$ cat src/rtl/led8_ring_monitor.sv
`default_nettype none
// ============================================================================
// Module      : led8_ring_monitor
// Description : Receive-side checker for the 8-bit rotating one-hot LED ring.
//               Tracks position, locks on a run of good steps, counts laps and
//               flags rotation errors while locked.
// Revision    : 1.0 - initial release
// ============================================================================
module led8_ring_monitor #(
  parameter int LOCK_CNT = 4,
  parameter int LAP_W    = 16
) (
  input  logic             clock,
  input  logic             reset_n,
  input  logic [7:0]       diode,
  input  logic             sample_en,
  input  logic             clear_err,
  output logic [2:0]       pos,
  output logic             onehot_ok,
  output logic             locked,
  output logic             step_err,
  output logic             err_sticky,
  output logic             lap_pulse,
  output logic [LAP_W-1:0] lap_cnt
);

  typedef enum logic [1:0] {
    ST_SEARCH = 2'd0,
    ST_LOCKED = 2'd1,
    ST_FAULT  = 2'd2
  } state_t;

  localparam logic [3:0] c_LOCK_LAST = 4'(LOCK_CNT - 1);

  state_t           r_state;
  logic [3:0]       r_good;
  logic [7:0]       r_prev;
  logic             r_have_prev;
  logic [2:0]       r_pos;
  logic             r_onehot_ok;
  logic             r_locked;
  logic             r_step_err;
  logic             r_err_sticky;
  logic             r_lap_pulse;
  logic [LAP_W-1:0] r_lap_cnt;

  logic             w_onehot;
  logic [7:0]       w_rot;
  logic             w_match;
  logic [2:0]       w_pos;
  logic             w_err;
  logic             w_lap_max;

  assign w_onehot  = (diode != 8'h00) && ((diode & (diode - 8'd1)) == 8'h00);
  assign w_rot     = {r_prev[6:0], r_prev[7]};
  assign w_match   = r_have_prev & w_onehot & (diode == w_rot);
  assign w_err     = sample_en & (r_state == ST_LOCKED) & ~w_match;
  assign w_lap_max = &r_lap_cnt;

  always_comb begin
    w_pos = 3'd0;
    for (int i = 0; i < 8; i++) begin
      if (diode[i]) w_pos = 3'(i);
    end
  end

  always_ff @(posedge clock or negedge reset_n) begin
    if (!reset_n) begin
      r_state      <= ST_SEARCH;
      r_good       <= 4'd0;
      r_prev       <= 8'h00;
      r_have_prev  <= 1'b0;
      r_pos        <= 3'd0;
      r_onehot_ok  <= 1'b0;
      r_locked     <= 1'b0;
      r_step_err   <= 1'b0;
      r_err_sticky <= 1'b0;
      r_lap_pulse  <= 1'b0;
      r_lap_cnt    <= '0;
    end else begin
      r_step_err  <= 1'b0;
      r_lap_pulse <= 1'b0;
      if (sample_en) begin
        r_prev      <= diode;
        r_have_prev <= 1'b1;
        r_onehot_ok <= w_onehot;
        if (w_onehot) r_pos <= w_pos;
        case (r_state)
          ST_SEARCH: begin
            if (w_match) begin
              if (r_good == c_LOCK_LAST) begin
                r_state  <= ST_LOCKED;
                r_locked <= 1'b1;
                r_good   <= 4'd0;
              end else begin
                r_good <= r_good + 4'd1;
              end
            end else begin
              r_good <= 4'd0;
            end
          end
          ST_LOCKED: begin
            if (w_match) begin
              if (diode == 8'h01) begin
                r_lap_pulse <= 1'b1;
                if (!w_lap_max) r_lap_cnt <= r_lap_cnt + LAP_W'(1);
              end
            end else begin
              r_step_err   <= 1'b1;
              r_err_sticky <= 1'b1;
              r_state      <= ST_FAULT;
              r_locked     <= 1'b0;
            end
          end
          ST_FAULT: begin
            // The first one-hot sample restarts the search from that pattern.
            if (w_onehot) begin
              r_state <= ST_SEARCH;
              r_good  <= 4'd0;
            end
          end
          default: begin
            r_state  <= ST_SEARCH;
            r_locked <= 1'b0;
            r_good   <= 4'd0;
          end
        endcase
      end
      // Clear acts regardless of sample_en; a same-cycle error keeps the flag set.
      if (clear_err) begin
        r_lap_cnt <= '0;
        if (!w_err) r_err_sticky <= 1'b0;
      end
    end
  end

  assign pos        = r_pos;
  assign onehot_ok  = r_onehot_ok;
  assign locked     = r_locked;
  assign step_err   = r_step_err;
  assign err_sticky = r_err_sticky;
  assign lap_pulse  = r_lap_pulse;
  assign lap_cnt    = r_lap_cnt;

endmodule
`default_nettype wire

$ cat config.mk
export PLATFORM = sky130hd
export DESIGN_NAME = led8_ring_monitor
export DESIGN_NICKNAME = d
export VERILOG_FILES = /design/src/rtl/led8_ring_monitor.sv
export SDC_FILE = /design/constraint.sdc
export NUM_CORES = 1
export LEC_CHECK = 0
export ABC_AREA = 0
export CORE_ASPECT_RATIO = 1.75
export CORE_MARGIN = 3
export CORE_UTILIZATION = 40
export DETAILED_ROUTE_END_ITERATION = 10
export PLACE_DENSITY = 0.6
export SETUP_SLACK_MARGIN = 0.2
export SKIP_CTS_REPAIR_TIMING = 1
export SLEW_MARGIN = 0
export SYNTH_ARGS = -nofsm -noshare
export SYNTH_HDL_FRONTEND = slang
export SYNTH_SLANG_ARGS = --single-unit
$ cat constraint.sdc
create_clock -name clock -period 2.6 [get_ports clock]
set_input_delay 0.39 -clock clock [delete_from_list [all_inputs] [get_ports clock]]
set_output_delay 0.39 -clock clock [all_outputs]
set_load 0.1 [all_outputs]
Yosys cells after proc, flatten, opt, wreduce, memory -nomap -nowiden
Cells that the tools add are included.

Flip-flop bits (word level): 39. Bits of input ports: 12. Output and inout port bits: 24. Logic and storage cells: 84.

Add/sub/neg operators: 3. Equality and inequality tests: 10. Muxes and demuxes: 38. Bitwise operators: 8. Reductions and logical operators: 14.

Operator list (number): 2-to-1 mux 16 bit (6); adder 16 x 1 -> 16 bit (second input constant) (1); 2-to-1 mux 1 bit (16); AND reduction 16 bit (1); 2-to-1 mux 3 bit (5); AND reduction 5 bit (3); 2-to-1 mux 4 bit (3); one-hot mux 4 bit (3 select lines) (1); 2-to-1 mux 2 bit (5); != test 2 bit (second input constant) (5); bitwise AND 8 bit (1); equality test 8 x 1 -> 1 bit (second input constant) (1); equality test 8 bit (1); logical NOT 8 bit (1); nonzero test 2 bit (4); nonzero test 8 bit (1); subtractor 8 x 1 -> 8 bit (second input constant) (1); one-hot mux 2 bit (3 select lines) (1); adder 4 x 1 -> 4 bit (second input constant) (1); bitwise AND 1 bit (4); equality test 4 x 2 -> 1 bit (second input constant) (1); inverter 1 bit (3); one-hot mux 1 bit (3 select lines) (1); AND reduction 3 bit (1); other kinds (5) (5).

Logic depth before layout (Yosys ltp)
Gate-level depths: netlist (run 1).

Depth in word-level cells: 11. Mapped depth: 9. Gate-level depth less buffers: 7.

Least setup slack after synthesis (run 1)
No wires, ideal clock.

Path type: reg2reg. Start point: register r_lap_cnt[6] (netlist: lap_cnt[6]). End point: register r_lap_cnt[1] (netlist: lap_cnt[1]). Setup time: 132 ps. Data arrival time: 2409 ps. Required time: 2468 ps. Slack: 59 ps. Stages on the path, launching flop included: 9. Path buffers: 2. Period minus slack after synthesis: 2541 ps. Cell sequence: dfrtp_1 > nand4_1 > nor3_1 > a31oi_1 > o211ai_2 > buf_2 > buf_2 > mux2i_1 > nor2_1.

Cells in the longest elaborated chain, start to end: 3.

RTL lines: from (decl) (line 45) `logic [LAP_W-1:0] r_lap_cnt;`; from (signal assigned) (line 106) `if (!w_lap_max) r_lap_cnt <= r_lap_cnt + LAP_W'(1);`; AND reduction 16 bit (line 58) `assign w_lap_max = &r_lap_cnt;`; != test 2 bit (no line); AND reduction 5 bit (no line).

No other way between the ends. A chain may end at the register's enable or synchronous reset.

Final worst setup path (run 1)
Start point: input diode[1]. End point: register r_lap_cnt[4] (netlist: lap_cnt[4]).

Cells in the longest elaborated chain, start to end: 8. Elaborated cells on any way between the ends: 12.

RTL lines: from (decl) (line 15) `input logic [7:0] diode,`; subtractor 8 x 1 -> 8 bit (line 54) `assign w_onehot = (diode != 8'h00) && ((diode & (diode - 8'd1)) == 8'h00);`; bitwise AND 8 bit (line 54); logical NOT 8 bit (line 54); logical AND 1 bit (line 54); bitwise AND 1 bit (2 in series) (line 56) `assign w_match = r_have_prev & w_onehot & (diode == w_rot);`; nonzero test 2 bit (no line); AND reduction 5 bit (no line) *.

Every way passes the cells marked *; elsewhere a longest branch is shown, timed or not.

==> results.txt, run 1 <==
- Post-layout minimum cycle time: 2.32 ns
- Setup repair after global routing left no endpoint under its margin.
- Traced cell by cell, the critical path runs through clkdlybuf4s50_1, buf_4, nor4b_4, nand3_1, a31oi_2, o211ai_4, buf_6, or3_1, a21oi_2.
* Setup ws final: 0.284 ns
* Remaining number of nets flagged by the antenna check after routing: 0
- Wire per inst: between 15 and 20 um
* Deepest clock path buffer count: 2
* Flip-flop and latch count after synthesis: 39
* Delay contributed by the slowest stage of the critical path: approximately 0.40 ns
- The number of different library cells used by synthesis comes to 44.
- In the routed design, unresolved DRC markers number 0.
- Of all nets on the critical path, the largest fanout is 8.
* Dominant synthesized flop cell: sky130_fd_sc_hd__dfrtp_1
- Count of nets after finishing: 300
- The number of global-route vias before repair was roughly 1,900.
- Data on the critical path is required at its endpoint by 2.81 ns.
* Vert. Die Dim: 104 um
- For this run, the top clock speed supported by timing is 432 MHz.
- Library cell occupying the most area in the post-synthesis netlist: sky130_fd_sc_hd__dfrtp_1
- The initial antenna violation count came to 0.
- Worst slew margin relative to its limit: 0.415
- For this block, the routed nets add up to 5570 um of wire.
- Total number of clock tree sinks: 39
* Post-DP HPWL: approximately 3900 um
- The most critical setup path has its startpoint at diode[1].
* Post-synthesis instance area: about 0.0022 mm2
* Top cells by count, synth: 39 x sky130_fd_sc_hd__dfrtp_1, 18 x sky130_fd_sc_hd__o21ai_0, 17 x sky130_fd_sc_hd__nand3_1
- The global routing stage identified its most utilized layer as met2.
- In the routed layout, each cell is associated on average with a via count of 5.75.
* Fin crit share: 0.891
- For this configuration, the core starts out at a cell density of 0.427.
* Routing usage on met2: 0.306
- The critical path is of the primary input to flip-flop type.
- Share of layout cells above drive strength 1: 0.369
* # diodes: 0
* Power per Cell Area: roughly 510 mW/mm2
- Across every metal layer, demand over resource in global routing totals 0.176.
* Buffers on Ports: 35
- Clock root buffer master: sky130_fd_sc_hd__clkbuf_8
* Cell count after synthesis: 230
* Run status: complete, no violations
* Portion of the post-synthesis area used by sequential elements: 0.448
- Floorplan row count: 34
* Global-route congestion overflow total: 0
- Utilization after layout: 0.588
- After routing the design area is 0.00300 mm2.
* Area growth from synthesis to layout: 37.7%
- At the pin with the least slew margin, the transition time is 0.877 ns.
- In this run the worst hold path is classified as primary input to async pin.
* Master of the slowest instance on the critical path: sky130_fd_sc_hd__clkdlybuf4s50_1
- Cell area after placement: 0.00262 mm2
- Cell total after placement: 326
* Placer's final routability congestion estimate: between 0.7 and 0.8
- First-pass GRT wire length: 8780 um
- Entering global routing, the biggest net connects 40 pins.
- Worst flop-to-flop path startpoint: r_prev[7]$_DFFE_PN0P_
- I/O pins: 36
- Ranked by total cell area, the synthesized netlist is headed by sky130_fd_sc_hd__dfrtp_1 45%, sky130_fd_sc_hd__o21ai_0 4.1%, sky130_fd_sc_hd__mux2_2 4.1%, sky130_fd_sc_hd__nand3_1 3.9%, sky130_fd_sc_hd__or3_1 3.7%.
- Die ar.: 0.00640 mm2
- Before CTS, the worst setup slack after placement is -0.230 ns.
- Final Max Tran Viols: 0
- For this run, the number of Yosys warnings is 0.
* Max-cap violations: 0
- After the first detailed-routing iteration, the DRC count stood at 51.
- After clock tree synthesis, the clock-pin slew on the worst setup and hold paths is 0.08 ns.
- Crit path arrival time: 2.52 ns
- Area share of the largest cell type after synthesis: 0.448
* Core ar.: approximately 0.0051 mm2
- The number of nets in the synthesized netlist is 244.
- Setup violations remaining at the end of the flow were counted as 0.
* Leak: around 1.3 nW
- Clock Latency Late Sink: 0.29 ns
- STA classifies the critical path startpoint as a primary input.
* Peak supply drop: just over 300 uV
- TritonCTS clock tree: yes
- Number of buffers added by the clock tree synthesis step: 5
* Global Route met1 Usage: 0.209
- The finished layout holds 341 standard cells, fillers aside.
* Type of element capturing the critical path: flip-flop
- Floorplan die width: a little over 60 um
* Synthesized area per cell: 9.47 um2
- Total via count after detailed routing: 1,961
- The H-tree generated during clock tree synthesis spans 2 levels.
* Detailed Routing Iterations Pass 1: 4
- Yosys instantiated no cell more often than sky130_fd_sc_hd__dfrtp_1.
* Met3 layer usage reported by global route: 0.0299
- Clock skew on the completed layout was measured at between 0.003 and 0.004 ns.
- In the synthesized netlist the async set-or-reset flop fraction comes to 1.00.
- Yosys mapped a number of flops with a built-in enable equal to 0.
- The count of final hold-check violations is 0.
==> layout by cell type (no fill, tap or decap), types with 6 or more instances in the layout <==
master,netlist,final
sky130_fd_sc_hd__inv_1,9,9
sky130_fd_sc_hd__dfrtp_2,0,8
sky130_fd_sc_hd__buf_6,2,6
sky130_fd_sc_hd__a21oi_2,0,6
sky130_fd_sc_hd__or3_1,13,10
sky130_fd_sc_hd__a21oi_1,16,10
sky130_fd_sc_hd__nand3_1,17,16
sky130_fd_sc_hd__dlymetal6s2s_1,0,6
sky130_fd_sc_hd__o21ai_0,18,17
sky130_fd_sc_hd__nand4_1,6,6
sky130_fd_sc_hd__clkbuf_8,0,6
sky130_fd_sc_hd__nand2_1,11,11
sky130_fd_sc_hd__buf_4,2,46
sky130_fd_sc_hd__nor2_1,16,16
sky130_fd_sc_hd__dfrtp_1,39,31
sky130_fd_sc_hd__mux2_2,8,8
==> state kept, by name (all words and copies together), names as in the netlist <==
signal,cells
onehot_ok,1
lap_pulse,1
r_good,4
lap_cnt,16
r_state,2
r_have_prev,1
pos,3
r_prev,8
step_err,1
err_sticky,1
locked,1
==> worst max-delay path, delay by kind of cell <==
kind                   cells  cell delay [ns]
buffers and inverters      3             0.75
AOI/OAI and AO/OA          3             0.53
and+or+nand+nor            3             0.85
==> worst paths after layout <==
path / slack (ns) / to / cells after the start
max: 0.28 / lap_cnt[4]$_DFFE_PN0P_ / 9
min in group clock: 0.48 / onehot_ok$_DFFE_PN0P_ / 1
min: 0.21 / r_prev[7]$_DFFE_PN0P_ / 1
min reg2reg: 0.48 / onehot_ok$_DFFE_PN0P_ / 1
max reg2reg: 0.46 / lap_cnt[4]$_DFFE_PN0P_ / 7
max in group asynchronous: 1.78 / lap_cnt[1]$_DFFE_PN0P_ / 1
==> per-stage QoR <==
| step | setup TNS [ns] | hold WS [ns] | total power [mW] |
|---|---|---|---|
| floorplan | 0 | 0.0944 | 0.864 |
| global placement | -2.42 | 0.465 | 0.950 |
| detailed placement | -2.96 | 0.471 | 0.951 |
| CTS | 0 | 0.251 | 1.49 |
| global route | 0 | 0.264 | 1.57 |
| finish | 0 | 0.210 | 1.52 |
==> final cells by class <==
cell class / instances / area (um2)
Multi-Input combinational cell: 167 / 1250
Clock buffer: 6 / 82.6
Inverter: 9 / 33.8
Timing Repair Buffer: 64 / 538
Tap cell: 54 / 67.6
Clock inverter: 2 / 38.8
Sequential cell: 39 / 986
Fill cell: 454 / 2110
==> logic make-up (layout without fill, tap and decap cells) <==
group                    count (synthesis)  count (layout)  share of synthesized area
AND/OR/NAND/NOR                         91              91                      0.242
multiplexers                            10              10                     0.0505
AO/OA/AOI/OAI                           55              55                      0.158
adder cells (fa/ha/maj)                  2               2                     0.0115
flip-flops                              39              39                      0.448
buffers and inverters                   24              81                     0.0534
XOR/XNOR                                 9               9                     0.0362
==> report_power, final <==
| group | internal, mW | switching, mW |
|---|---|---|
| Clock | 0.316 | 0.225 |
| Combinational | 0.111 | 0.210 |
| Sequential | 0.633 | 0.0205 |
| Total | 1.06 | 0.456 |
==> routing by layer <==
| layer | part of all wire | routed length [um] |
|---|---|---|
| met1 | 0.40 | 2220 |
| met3 | 0.036 | 200 |
| met2 | 0.55 | 3050 |
| met4 | 0.016 | 91 |
| met5 | 0 | 0 |
Note: power is estimated with default switching activity, not from simulation.
==> run 2: changes to the inputs <==
GPL_ROUTABILITY_DRIVEN = 1   (was default)
PLACE_DENSITY = default   (was 0.6)
PLACE_DENSITY_LB_ADDON = 0.25   (was default)
==> run 2 against run 1 <==
  * Maximum frequency is 5.6% higher
  * Largest power group unchanged
  * Clock skew grew 0.0020 ns
  * Total power rose by 4.1%
  * Count of clock-buffer cells in the layout decreased by 1
  * Wire length is 4.9% lower
  * Die area unchanged
==> results.txt, run 2 (synthesis results as in run 1) <==
- Htree depth: 2 (unchanged)
- Commonest non-fill, non-tap cells in the layout: 48 x sky130_fd_sc_hd__buf_4, 31 x sky130_fd_sc_hd__dfrtp_1, 18 x sky130_fd_sc_hd__o21ai_0
- The maximum clock rate came to 456 MHz (+5.6%).
* Global routing usage summed across all routing layers: 0.172 (-0.00367)
- The share of total power consumed by net switching is 0.294 (-0.00727).
- The path class of the tightest hold or removal check is primary input to async pin.
- The count of inserted antenna diode cells is 0 (unchanged).
- Remaining number of nets flagged by the antenna check after routing: 0 (unchanged)
* Filler cells: 439 (-3.3%)
- Placer's final routability congestion estimate: 0.824 (+3.5%)
- Internal power: 1.12 mW (+5.2%)
- Critical Setup Path Class: primary input to flip-flop
- The number of buffers created by CTS came to 5 (unchanged).
- Detailed Routing Iterations Pass 1: 4 (unchanged)
- Peak supply drop: 389 uV (+28%)
* Global-route congestion overflow total: 0 (unchanged)
- The sink count of the clock tree was 39 (unchanged).
- Total DRC errors in the routed layout: 0 (unchanged)
- Final cell area excluding filler cells: 0.00294 mm2 (-2.0%)
- Register Area: 986 um2 (unchanged)
- The static leakage is 1.31 nW (-1.3%).
- Final hold slack: 0.110 ns (-0.100 ns)
* TritonCTS clock tree: yes
- The number of global-route vias before repair is 1,854 (-2.7%).
- The total via count in the routed design came to 1,916 (-2.3%).
* Area of the multi-input gates: 0.00123 mm2 (-1.8%)
* Seq pwr share: 0.412 (-0.019)
- The cell sitting at the root of the clock tree is a sky130_fd_sc_hd__clkbuf_8.
- Deepest clock path buffer count: 2 (unchanged)
- Cell area after placement: 0.00263 mm2 (+0.29%)
* Worst slew margin relative to its limit: 0.549 (+0.134)
* Required time of the worst setup path: 2.81 ns (about the same)
* Die ar.: 0.00640 mm2 (unchanged)
- Clock Latency Late Sink: 0.29 ns (about the same)
- Buffers on Ports: 35 (unchanged)
- Startpoint Class: primary input
- The fraction of layout cells with a size suffix above 1 is 0.340 (-0.0289).
- The core box area is 0.00510 mm2 (unchanged).
- The total of max-cap violations was 0 (unchanged).
- The via-per-instance ratio was 5.70 (-0.84%).
- The number of placed instances, taps included is 327 (+0.31%).
* Run status: complete, no violations
- The max-slew violation count is 0 (unchanged).
- Initial antenna violation count: 0 (unchanged)
* Fin crit share: 0.843 (-0.0474)
- Count of nets after finishing: 295 (-1.7%)
- Area growth from synthesis to layout: 34.9%
- Number of flip-flops in the largest register: 16 (unchanged)
- The count of final setup violators is 0 (unchanged).
- Setup repair after global routing left no endpoint under its margin.
* Floorplan die width: 61.8 um (unchanged)
* Wire per inst: 15.8 um (-3.5%)
* Most frequent standard cell in the layout excluding fill and tap cells: sky130_fd_sc_hd__buf_4
* Clock transition at the register clock pins on the worst setup and hold paths after CTS: 0.08 ns (about the same)
- Part of the power in the clock network: 0.393 (+0.036)
- The minimum clock period after layout is 2.19 ns (-0.123 ns).
- The count of final hold-check violations is 0 (unchanged).
- The power per unit of standard cell area was 537 mW/mm2 (+6.3%).
- The first-pass GRT wire length was 8540 um (-2.8%).
- Setup Slack @ Placement: -0.250 ns (-0.0206 ns)
- The number of ports placed on the die boundary came to 36 (unchanged).
- The violation count after the first detailed-routing iteration is 69 (+35%).
* Switching power: 464 uW (+1.6%)
* Initial core utilization: 0.427 (unchanged)
* Crit path arrival time: 2.41 ns (-0.11 ns)
* Setup ws final: 0.408 ns (+0.123 ns)
- The maximum net fanout on the critical path is 7 (-1).
- The detailed placement HPWL is 3820 um (-1.8%).
- Pin count of the biggest net entering global routing: 30 (-25%)
- The combinational fraction of design power is 0.195 (-0.017).
- The largest clock skew in the final design came to 0.00605 ns (+0.00205 ns).
* Transition time at the pin with the least slew margin: 0.675 ns (-0.202 ns)
* Post-detailed-routing wire length: 5300 um (-4.9%)
- The non-filler instance count after layout came to 336 (-1.5%).
* Vert. Die Dim: 104 um (unchanged)
- Type of element capturing the critical path: flip-flop
- The total number of placement rows is 34 (unchanged).
[run 2: critical path: stages]
cell	delay [ns]
sky130_fd_sc_hd__dlymetal6s2s_1	0.24
sky130_fd_sc_hd__nor3_1	0.39
sky130_fd_sc_hd__nor3_4	0.08
sky130_fd_sc_hd__nor4_4	0.37
sky130_fd_sc_hd__o211ai_4	0.15
sky130_fd_sc_hd__buf_4	0.17
sky130_fd_sc_hd__or4_1	0.46
sky130_fd_sc_hd__a21oi_1	0.15
[run 2: worst paths after layout]
check                                  startpoint                 endpoint  slack [ns]  cells after the start
max                                      diode[0]  lap_cnt[14]$_DFFE_PN0P_        0.41                      8
min                                       reset_n    r_prev[2]$_DFFE_PN0P_        0.11                      1
max reg2reg                lap_cnt[0]$_DFFE_PN0P_  lap_cnt[14]$_DFFE_PN0P_        0.42                      7
min reg2reg                 onehot_ok$_DFFE_PN0P_    onehot_ok$_DFFE_PN0P_        0.48                      1
max in group asynchronous                 reset_n   r_state[1]$_DFFE_PN0P_        1.87                      2
min in group clock          onehot_ok$_DFFE_PN0P_    onehot_ok$_DFFE_PN0P_        0.48                      1
[run 2: power by group through the flow]
stage	combinational, mW	clock, mW	sequential, mW
6_report	0.308	0.620	0.651
5_1_grt	0.326	0.652	0.656
4_1_cts	0.289	0.628	0.650
3_5_place_dp	0.287	0	0.662
3_3_place_gp	0.286	0	0.660
2_1_floorplan	0.0928	0	0.771
[run 2: layout make-up]
type                            count  area share
Inverter                            9      0.0115
Clock buffer                        5      0.0234
Multi-Input combinational cell    167       0.418
Sequential cell                    39       0.335
Timing Repair Buffer               59       0.165
Clock inverter                      3      0.0230
Tap cell                           54      0.0230
[run 2: routing by layer]
layer / track usage / part of all wire
met1: 0.211 / 0.40
met2: 0.285 / 0.55
met3: 0.0311 / 0.040
met4: 0.0713 / 0.015
met5: 0 / 0
[run 2: metrics by stage]
step | utilization | TNS, ns | total power, mW
finish | 0.576 | 0 | 1.58
global route | 0.576 | 0 | 1.63
CTS | 0.542 | 0 | 1.57
detailed placement | 0.515 | -2.33 | 0.949
global placement | 0.515 | -3.22 | 0.946
floorplan | - | 0 | 0.864
